==> config.mk <==
export PLATFORM = sky130hd
export DESIGN_NAME = vec_mul_tile_ctrl_flat
export DESIGN_NICKNAME = d
export VERILOG_FILES = /design/src/rtl/vec_mul_pkg.sv /design/src/rtl/vec_mul_tile_ctrl_if.sv /design/src/rtl/vec_mul_addr_gen.sv /design/src/rtl/vec_mul_tile_ctrl.sv /design/src/flat_wrapper.sv
export SDC_FILE = /design/constraint.sdc
export NUM_CORES = 1
export LEC_CHECK = 0
export ABC_CLOCK_PERIOD_IN_PS = 8700
export BUFFER_PORTS_ARGS = -buffer_cell sky130_fd_sc_hd__buf_2
export CAP_MARGIN = 20
export CORE_UTILIZATION = 60
export CTS_CLUSTER_SIZE = 20
export DETAILED_ROUTE_END_ITERATION = 10
export PLACE_DENSITY = 0.86
export SYNTH_ARGS = -nofsm -noshare
export SYNTH_HDL_FRONTEND = slang
export SYNTH_HIERARCHICAL = 1
export SYNTH_SLANG_ARGS = --single-unit
export TNS_END_PERCENT = 10
==> constraint.sdc <==
create_clock -name clk -period 8.7 [get_ports clk]
set_clock_uncertainty 0.15 [all_clocks]
set_input_delay 0.87 -clock clk [delete_from_list [all_inputs] [get_ports clk]]
set_output_delay 0.87 -clock clk [all_outputs]
set_load 0.05 [all_outputs]
==> src/rtl/vec_mul_pkg.sv <==
// Shared definitions for the vector-multiplier datapath and its tile sequencer.
package vec_mul_pkg;

  localparam int VM_MATRIX_SIZE = 8;
  localparam int VM_NUM_PE_ROWS = 8;
  localparam int VM_ADDRESSSIZE = 10;

  typedef enum logic [2:0] {
    IDLE,
    WAIT,
    POP,
    WRL,
    STREAM,
    DRAIN,
    WB,
    DONE
  } vm_state_e;

endpackage

==> src/rtl/vec_mul_tile_ctrl_if.sv <==
// Host/datapath control bundle of the tile sequencer; slave = sequencer side.
interface vec_mul_tile_ctrl_if
  import vec_mul_pkg::*;
#(
  parameter int ADDRESSSIZE = VM_ADDRESSSIZE,
  parameter int TILE_W      = 4
);
  logic                   start;
  logic                   abort;
  logic [TILE_W-1:0]      num_tiles;
  logic [ADDRESSSIZE-1:0] act_base;
  logic [ADDRESSSIZE-1:0] res_base;
  logic                   fifo_empty;
  logic                   fifo_read_enable;
  logic                   weight_reload;
  logic [ADDRESSSIZE-1:0] sram_address;
  logic                   valid_address;
  logic                   res_write_enable;
  logic [ADDRESSSIZE-1:0] res_address;
  logic                   busy;
  logic                   done;

  modport slave (
    input  start, abort, num_tiles, act_base, res_base, fifo_empty,
    output fifo_read_enable, weight_reload, sram_address, valid_address,
           res_write_enable, res_address, busy, done
  );

  modport master (
    output start, abort, num_tiles, act_base, res_base, fifo_empty,
    input  fifo_read_enable, weight_reload, sram_address, valid_address,
           res_write_enable, res_address, busy, done
  );
endinterface

==> src/rtl/vec_mul_addr_gen.sv <==
// Tile address generator: base + t*M + k for the activation and result SRAMs, modulo 2^ADDRESSSIZE.
module vec_mul_addr_gen #(
  parameter int ADDRESSSIZE = 10,
  parameter int MATRIX_SIZE = 8,
  parameter int TILE_W      = 4,
  parameter int CNT_W       = 5
) (
  input  logic [ADDRESSSIZE-1:0] act_base,
  input  logic [ADDRESSSIZE-1:0] res_base,
  input  logic [TILE_W-1:0]      tile,
  input  logic [CNT_W-1:0]       k,
  output logic [ADDRESSSIZE-1:0] act_addr,
  output logic [ADDRESSSIZE-1:0] res_addr
);
  logic [ADDRESSSIZE-1:0] offset;

  always_comb begin
    offset   = ADDRESSSIZE'(tile) * ADDRESSSIZE'(MATRIX_SIZE) + ADDRESSSIZE'(k);
    act_addr = act_base + offset;
    res_addr = res_base + offset;
  end
endmodule

==> src/rtl/vec_mul_tile_ctrl.sv <==
// Tile sequencer for TOP_vec_mul: weight pop/reload, activation stream, drain, write-back per tile.
// Optional VEC_MUL_CTRL_PERF_EN adds the stall_cnt FIFO-starvation counter output.
module vec_mul_tile_ctrl
  import vec_mul_pkg::*;
#(
  parameter int ADDRESSSIZE  = VM_ADDRESSSIZE,
  parameter int MATRIX_SIZE  = VM_MATRIX_SIZE,
  parameter int NUM_PE_ROWS  = VM_NUM_PE_ROWS,
  parameter int DRAIN_CYCLES = MATRIX_SIZE + NUM_PE_ROWS,
  parameter int TILE_W       = 4
) (
  input logic                 clk,
  input logic                 rstn,
  vec_mul_tile_ctrl_if.slave  bus
`ifdef VEC_MUL_CTRL_PERF_EN
  ,
  output logic [15:0]         stall_cnt
`endif
);
  localparam int CNT_MAX = (DRAIN_CYCLES > MATRIX_SIZE) ? DRAIN_CYCLES : MATRIX_SIZE;
  localparam int CNT_W   = $clog2(CNT_MAX + 1);

  vm_state_e              state_q, state_d;
  logic [CNT_W-1:0]       cnt_q, cnt_d;
  logic [TILE_W-1:0]      tile_q, tile_d;
  logic [TILE_W-1:0]      ntiles_q;
  logic [ADDRESSSIZE-1:0] act_q, res_q;
  logic [ADDRESSSIZE-1:0] act_addr, res_addr;
  logic                   accept;
  logic                   more_tiles;

  assign accept     = (state_q == IDLE) && bus.start && !bus.abort;
  assign more_tiles = ((TILE_W+1)'(tile_q) + (TILE_W+1)'(1)) < {1'b0, ntiles_q};

  always_ff @(posedge clk or negedge rstn) begin
    if (!rstn) begin
      state_q  <= IDLE;
      cnt_q    <= '0;
      tile_q   <= '0;
      ntiles_q <= '0;
      act_q    <= '0;
      res_q    <= '0;
    end else begin
      state_q <= state_d;
      cnt_q   <= cnt_d;
      tile_q  <= tile_d;
      if (accept) begin
        ntiles_q <= bus.num_tiles;
        act_q    <= bus.act_base;
        res_q    <= bus.res_base;
      end
    end
  end

  // cnt_q is shared: row index k in STREAM/WB, elapsed cycles in DRAIN.
  always_comb begin
    state_d = state_q;
    cnt_d   = cnt_q;
    tile_d  = tile_q;
    case (state_q)
      IDLE: begin
        if (bus.start) begin
          cnt_d   = '0;
          tile_d  = '0;
          state_d = (bus.num_tiles == '0) ? DONE : WAIT;
        end
      end
      WAIT:   if (!bus.fifo_empty) state_d = POP;
      POP:    state_d = WRL;
      WRL: begin
        cnt_d   = '0;
        state_d = STREAM;
      end
      STREAM: begin
        if (cnt_q == CNT_W'(MATRIX_SIZE - 1)) begin
          cnt_d   = '0;
          state_d = DRAIN;
        end else begin
          cnt_d = cnt_q + CNT_W'(1);
        end
      end
      DRAIN: begin
        if (cnt_q == CNT_W'(DRAIN_CYCLES - 1)) begin
          cnt_d   = '0;
          state_d = WB;
        end else begin
          cnt_d = cnt_q + CNT_W'(1);
        end
      end
      WB: begin
        if (cnt_q == CNT_W'(MATRIX_SIZE - 1)) begin
          cnt_d = '0;
          if (more_tiles) begin
            tile_d  = tile_q + TILE_W'(1);
            state_d = WAIT;
          end else begin
            state_d = DONE;
          end
        end else begin
          cnt_d = cnt_q + CNT_W'(1);
        end
      end
      DONE:   state_d = IDLE;
      default: state_d = IDLE;
    endcase
    if (bus.abort) state_d = IDLE;
  end

  vec_mul_addr_gen #(
    .ADDRESSSIZE (ADDRESSSIZE),
    .MATRIX_SIZE (MATRIX_SIZE),
    .TILE_W      (TILE_W),
    .CNT_W       (CNT_W)
  ) u_addr_gen (
    .act_base (act_q),
    .res_base (res_q),
    .tile     (tile_q),
    .k        (cnt_q),
    .act_addr (act_addr),
    .res_addr (res_addr)
  );

  always_comb begin
    bus.fifo_read_enable = (state_q == POP);
    bus.weight_reload    = (state_q == WRL);
    bus.valid_address    = (state_q == STREAM);
    bus.sram_address     = (state_q == STREAM) ? act_addr : '0;
    bus.res_write_enable = (state_q == WB);
    bus.res_address      = (state_q == WB) ? res_addr : '0;
    bus.busy             = (state_q != IDLE);
    bus.done             = (state_q == DONE);
  end

`ifdef VEC_MUL_CTRL_PERF_EN
  logic [15:0] stall_q;

  always_ff @(posedge clk or negedge rstn) begin
    if (!rstn) begin
      stall_q <= '0;
    end else if (accept) begin
      stall_q <= '0;
    end else if ((state_q == WAIT) && bus.fifo_empty && (stall_q != '1)) begin
      stall_q <= stall_q + 16'd1;
    end
  end

  assign stall_cnt = stall_q;
`endif
endmodule

==> src/flat_wrapper.sv <==
// flat-port wrapper written by rule: the top's interface ports become plain ports
module vec_mul_tile_ctrl_flat import vec_mul_pkg::*;
#(
  parameter int ADDRESSSIZE  = VM_ADDRESSSIZE,
  parameter int MATRIX_SIZE  = VM_MATRIX_SIZE,
  parameter int NUM_PE_ROWS  = VM_NUM_PE_ROWS,
  parameter int DRAIN_CYCLES = MATRIX_SIZE + NUM_PE_ROWS,
  parameter int TILE_W       = 4
)
  (clk, rstn, bus_start, bus_abort, bus_num_tiles, bus_act_base, bus_res_base, bus_fifo_empty, bus_fifo_read_enable, bus_weight_reload, bus_sram_address, bus_valid_address, bus_res_write_enable, bus_res_address, bus_busy, bus_done);
  vec_mul_tile_ctrl_if #(.ADDRESSSIZE(ADDRESSSIZE), .TILE_W(TILE_W)) bus_i ();
  input logic clk;
  input logic rstn;
  input wire logic [$bits(bus_i.start)-1:0] bus_start;
  input wire logic [$bits(bus_i.abort)-1:0] bus_abort;
  input wire logic [$bits(bus_i.num_tiles)-1:0] bus_num_tiles;
  input wire logic [$bits(bus_i.act_base)-1:0] bus_act_base;
  input wire logic [$bits(bus_i.res_base)-1:0] bus_res_base;
  input wire logic [$bits(bus_i.fifo_empty)-1:0] bus_fifo_empty;
  output wire logic [$bits(bus_i.fifo_read_enable)-1:0] bus_fifo_read_enable;
  output wire logic [$bits(bus_i.weight_reload)-1:0] bus_weight_reload;
  output wire logic [$bits(bus_i.sram_address)-1:0] bus_sram_address;
  output wire logic [$bits(bus_i.valid_address)-1:0] bus_valid_address;
  output wire logic [$bits(bus_i.res_write_enable)-1:0] bus_res_write_enable;
  output wire logic [$bits(bus_i.res_address)-1:0] bus_res_address;
  output wire logic [$bits(bus_i.busy)-1:0] bus_busy;
  output wire logic [$bits(bus_i.done)-1:0] bus_done;
  assign bus_i.start = bus_start;
  assign bus_i.abort = bus_abort;
  assign bus_i.num_tiles = bus_num_tiles;
  assign bus_i.act_base = bus_act_base;
  assign bus_i.res_base = bus_res_base;
  assign bus_i.fifo_empty = bus_fifo_empty;
  assign bus_fifo_read_enable = bus_i.fifo_read_enable;
  assign bus_weight_reload = bus_i.weight_reload;
  assign bus_sram_address = bus_i.sram_address;
  assign bus_valid_address = bus_i.valid_address;
  assign bus_res_write_enable = bus_i.res_write_enable;
  assign bus_res_address = bus_i.res_address;
  assign bus_busy = bus_i.busy;
  assign bus_done = bus_i.done;
  vec_mul_tile_ctrl #(.ADDRESSSIZE(ADDRESSSIZE), .MATRIX_SIZE(MATRIX_SIZE), .NUM_PE_ROWS(NUM_PE_ROWS), .DRAIN_CYCLES(DRAIN_CYCLES), .TILE_W(TILE_W)) u_core (.clk(clk), .rstn(rstn), .bus(bus_i));
endmodule
==> metrics.md <==
| Metric | Value |
|---|---|
| Status | `finished with violations` |
| Violated checks | `DRC` |
| Clock root buffer | `clkbuf_8` |
| Initial antenna violation count | `0` |
| Max frequency | `235.9 MHz` |
| Grt met1 use | `32.36%` |
| Register area | `900.9 um2` |
| Clk_lat worst skew | `0.29 ns` |
| Post-CTS Setup Inserts | `0` |
| R2r startpoint | `u_core/tile_q[2]` |
| Gr busiest metal | `met2` |
| Vias in the first global route | `2227` |
| Post-synth cell types | `53` |
| Yosys top cell area share | `31.43%` |
| Fin. max-slew vios | `0` |
| Fin crit share | `48.72%` |
| Leak | `1.702 nW` |
| Post-synthesis register bit count | `36` |
| DP Worst Slack | `4.898 ns` |
| Critical path fanouts, max | `7` |
| Hold EP | `u_core/ntiles_q[2]` |
| Least-Margin Pin Slew | `0.8700 ns` |
| Syn Inst Count | `290` |
| # fillers | `336` |
| DRT antenna net count | `0` |
| CORE AREA | `4474 um2` |
| Largest net degree at the start of global routing | `37` |
| Pre-antenna DRT Iters | `8` |
| Num ports | `55` |
| CTS Buf Count | `5` |
| Die Width | `71.12 um` |
| Post-Synthesis Cell Area | `2866 um2` |
| HP Class | `reg2reg` |
| Gr ovfl total | `0` |
| First-pass GRT wire length | `10.20 mm` |
| Reg2reg end | `u_core/tile_q[2]` |
| Layout cell share with drive strength beyond 1 | `28.28%` |
| Initial Util | `64.07%` |
| Final min period | `4.238 ns` |
| Synth Flop Type | `dfrtp_1` |
| RSZ-0062 raised after global routing | `false` |
| Number of enable flip-flop cells after synthesis | `0` |
| YS warnings | `6` |
| Worst R2R Setup Slack | `6.06 ns` |
| All-Layer GR Usage | `26.36%` |
| Syn_nets | `347` |
| Post_cts resized | `0` |
| Synth area leaders | `dfrtp_1 (31%), ha_1 (11%), mux2_4 (10%), xnor2_1 (4.3%), inv_1 (2.7%)` |
| H-tree Lvls | `2` |
| Number of remaining DRC errors | `6` |
| Setup ws final | `4.462 ns` |
| WP data required | `7.68 ns` |
| Hold_buf cts | `0` |
| Via count | `2311` |
| Setup TNS | `0 ns` |
| Area Growth Syn to Fin | `12.75%` |
| CTS tree | `yes` |
| Area of the multi-input gates | `1824 um2` |
| Pwr Density | `328.4 nW/um2` |
| Total routed wirelength | `6.210 mm` |
| Commonest non-fill, non-tap cell in the layout | `buf_2` |
| Cell taking the most area after synthesis | `dfrtp_1` |
| WS Path Type | `reg2out` |
| Die area | `5058 um2` |
| Fraction of registers with async set/reset | `100.0%` |
| Startpoint types | `flop` |
| Hold WS | `0.3647 ns` |
| Vias per inst | `5.851` |
| Final cell count without fillers | `395` |
| IO buf count | `54` |
| Placed insts | `388` |
| Rel. slew slack | `42.00%` |
| Clock sinks | `36` |
| Die Y-Extent | `71.12 um` |
| Min-delay src | `u_core/ntiles_q[2]` |
| Seq/Total Area, Yosys | `31.43%` |
| Final Total Pwr | `1.061 mW` |
| Clock transition at path regs | `0.07 ns` |
| Hold depth | `1` |
| Diode count | `0` |
| Setup violators final | `0` |
| Row cnt | `24` |
| GP Congestion | `0.8434` |
| Layout Nets | `400` |
| Clock Path Buffers | `2` |
| Reg2reg path depth | `7` |
| Starting DRT DRC Count | `112` |
| Syn Area/Cell | `9.884 um2` |
| Routed WL per cell | `15.72 um` |
| Critical Path End Type | `output pin` |
| VDD IR max | `0.2817 mV` |
| Critical Path AT | `3.22 ns` |
| Met2 Resource Use GR | `44.66%` |
| Commonest non-fill, non-tap cells in the layout | `buf_2 (54), dfrtp_1 (36), ha_1 (25)` |
| GR Util met3 | `5.983%` |
| DP Wirelength | `4.744 mm` |
| Final Hold Violating Endpoints | `0` |
| Maxcap violations | `0` |
==> report_power, final <==
group | total, mW | switching (mW) | internal [mW]
combinational | 0.623 | 0.340 | 0.283
clock | 0.114 | 0.0599 | 0.0544
sequential | 0.324 | 0.0873 | 0.237
==> routing by layer <==
layer	part of all wire (%)	wire length (um)
met5	0	0
met4	2.4	150
met1	43	2671
met3	6.2	385
met2	48	3002
==> sequential cells by signal, summed over array words and instances (netlist names) <==
register         flops
u_core/ntiles_q      4
u_core/act_q        10
u_core/res_q        10
u_core/state_q       3
u_core/cnt_q         5
u_core/tile_q        4
==> worst max-delay path: stages (launching register included) <==
cell,delay (ns)
dfrtp_1,0.45
ha_1,0.25
fa_1,0.45
xor2_1,0.20
ha_1,0.37
nand2_1,0.07
o21ai_0,0.25
and3_1,0.27
o21ai_2,0.10
xnor2_1,0.14
and2_1,0.13
buf_2,0.25
==> logic make-up (layout without fill, tap and decap cells) <==
family                   Yosys count  after routing  synth area share [%]
AND/OR/NAND/NOR                   92             92                 17.90
multiplexers                      30             30                 14.14
buffers and inverters             31             84                 4.932
flip-flops                        36             36                 31.43
XOR/XNOR                          20             20                 6.111
adder cells (fa/ha/maj)           28             28                 13.01
AO/OA/AOI/OAI                     53             53                 12.48
==> worst max-delay path by stage <==
stage	start	end	slack, ns	cells after the start
2_1_floorplan	u_core/tile_q[0]	bus_res_address[8]	5.03	9
3_3_place_gp	u_core/tile_q[0]	bus_sram_address[9]	4.98	11
3_5_place_dp	u_core/cnt_q[3]	bus_sram_address[9]	4.90	11
4_1_cts	u_core/cnt_q[3]	bus_sram_address[9]	4.52	11
5_1_grt	u_core/tile_q[0]	bus_sram_address[9]	4.32	11
6_report	u_core/cnt_q[3]	bus_sram_address[9]	4.46	11
==> synth_stat cells, types with 2 or more instances <==
cell type,n
a21oi_1,15
o21ai_0,10
inv_1,21
nor3_1,4
a31oi_1,2
o22ai_1,2
buf_2,2
and2_1,11
or3_1,2
xnor2_1,14
ha_1,25
a21o_1,3
mux2i_1,6
nor2b_1,6
or2_2,2
o21a_1,2
mux2_4,20
nor2_1,17
buf_6,3
nand2b_1,3
xor2_1,6
fa_1,3
o21ai_1,2
o221ai_1,2
and3_1,12
nand3_1,9
mux2_2,4
dfrtp_1,36
nand2_1,15
nor3b_1,2
clkbuf_1,4
o211ai_1,3
o21bai_1,2
==> per-stage QoR <==
step,utilization (%),cell area (um2)
after floorplan,-,2867
after global placement,70.50,3154
after detailed placement,70.50,3154
after CTS,72.23,3232
after global routing,72.23,3232
final,72.23,3232
==> final cells by class <==
cell class	count	share of cell area (%)
Clock inverter	1	0.1549
Inverter	21	2.439
Sequential cell	36	27.87
Tap cell	52	2.013
Timing Repair Buffer	56	8.827
Clock buffer	6	2.245
Multi-Input combinational cell	223	56.45
(Power assumes the default switching activity.)
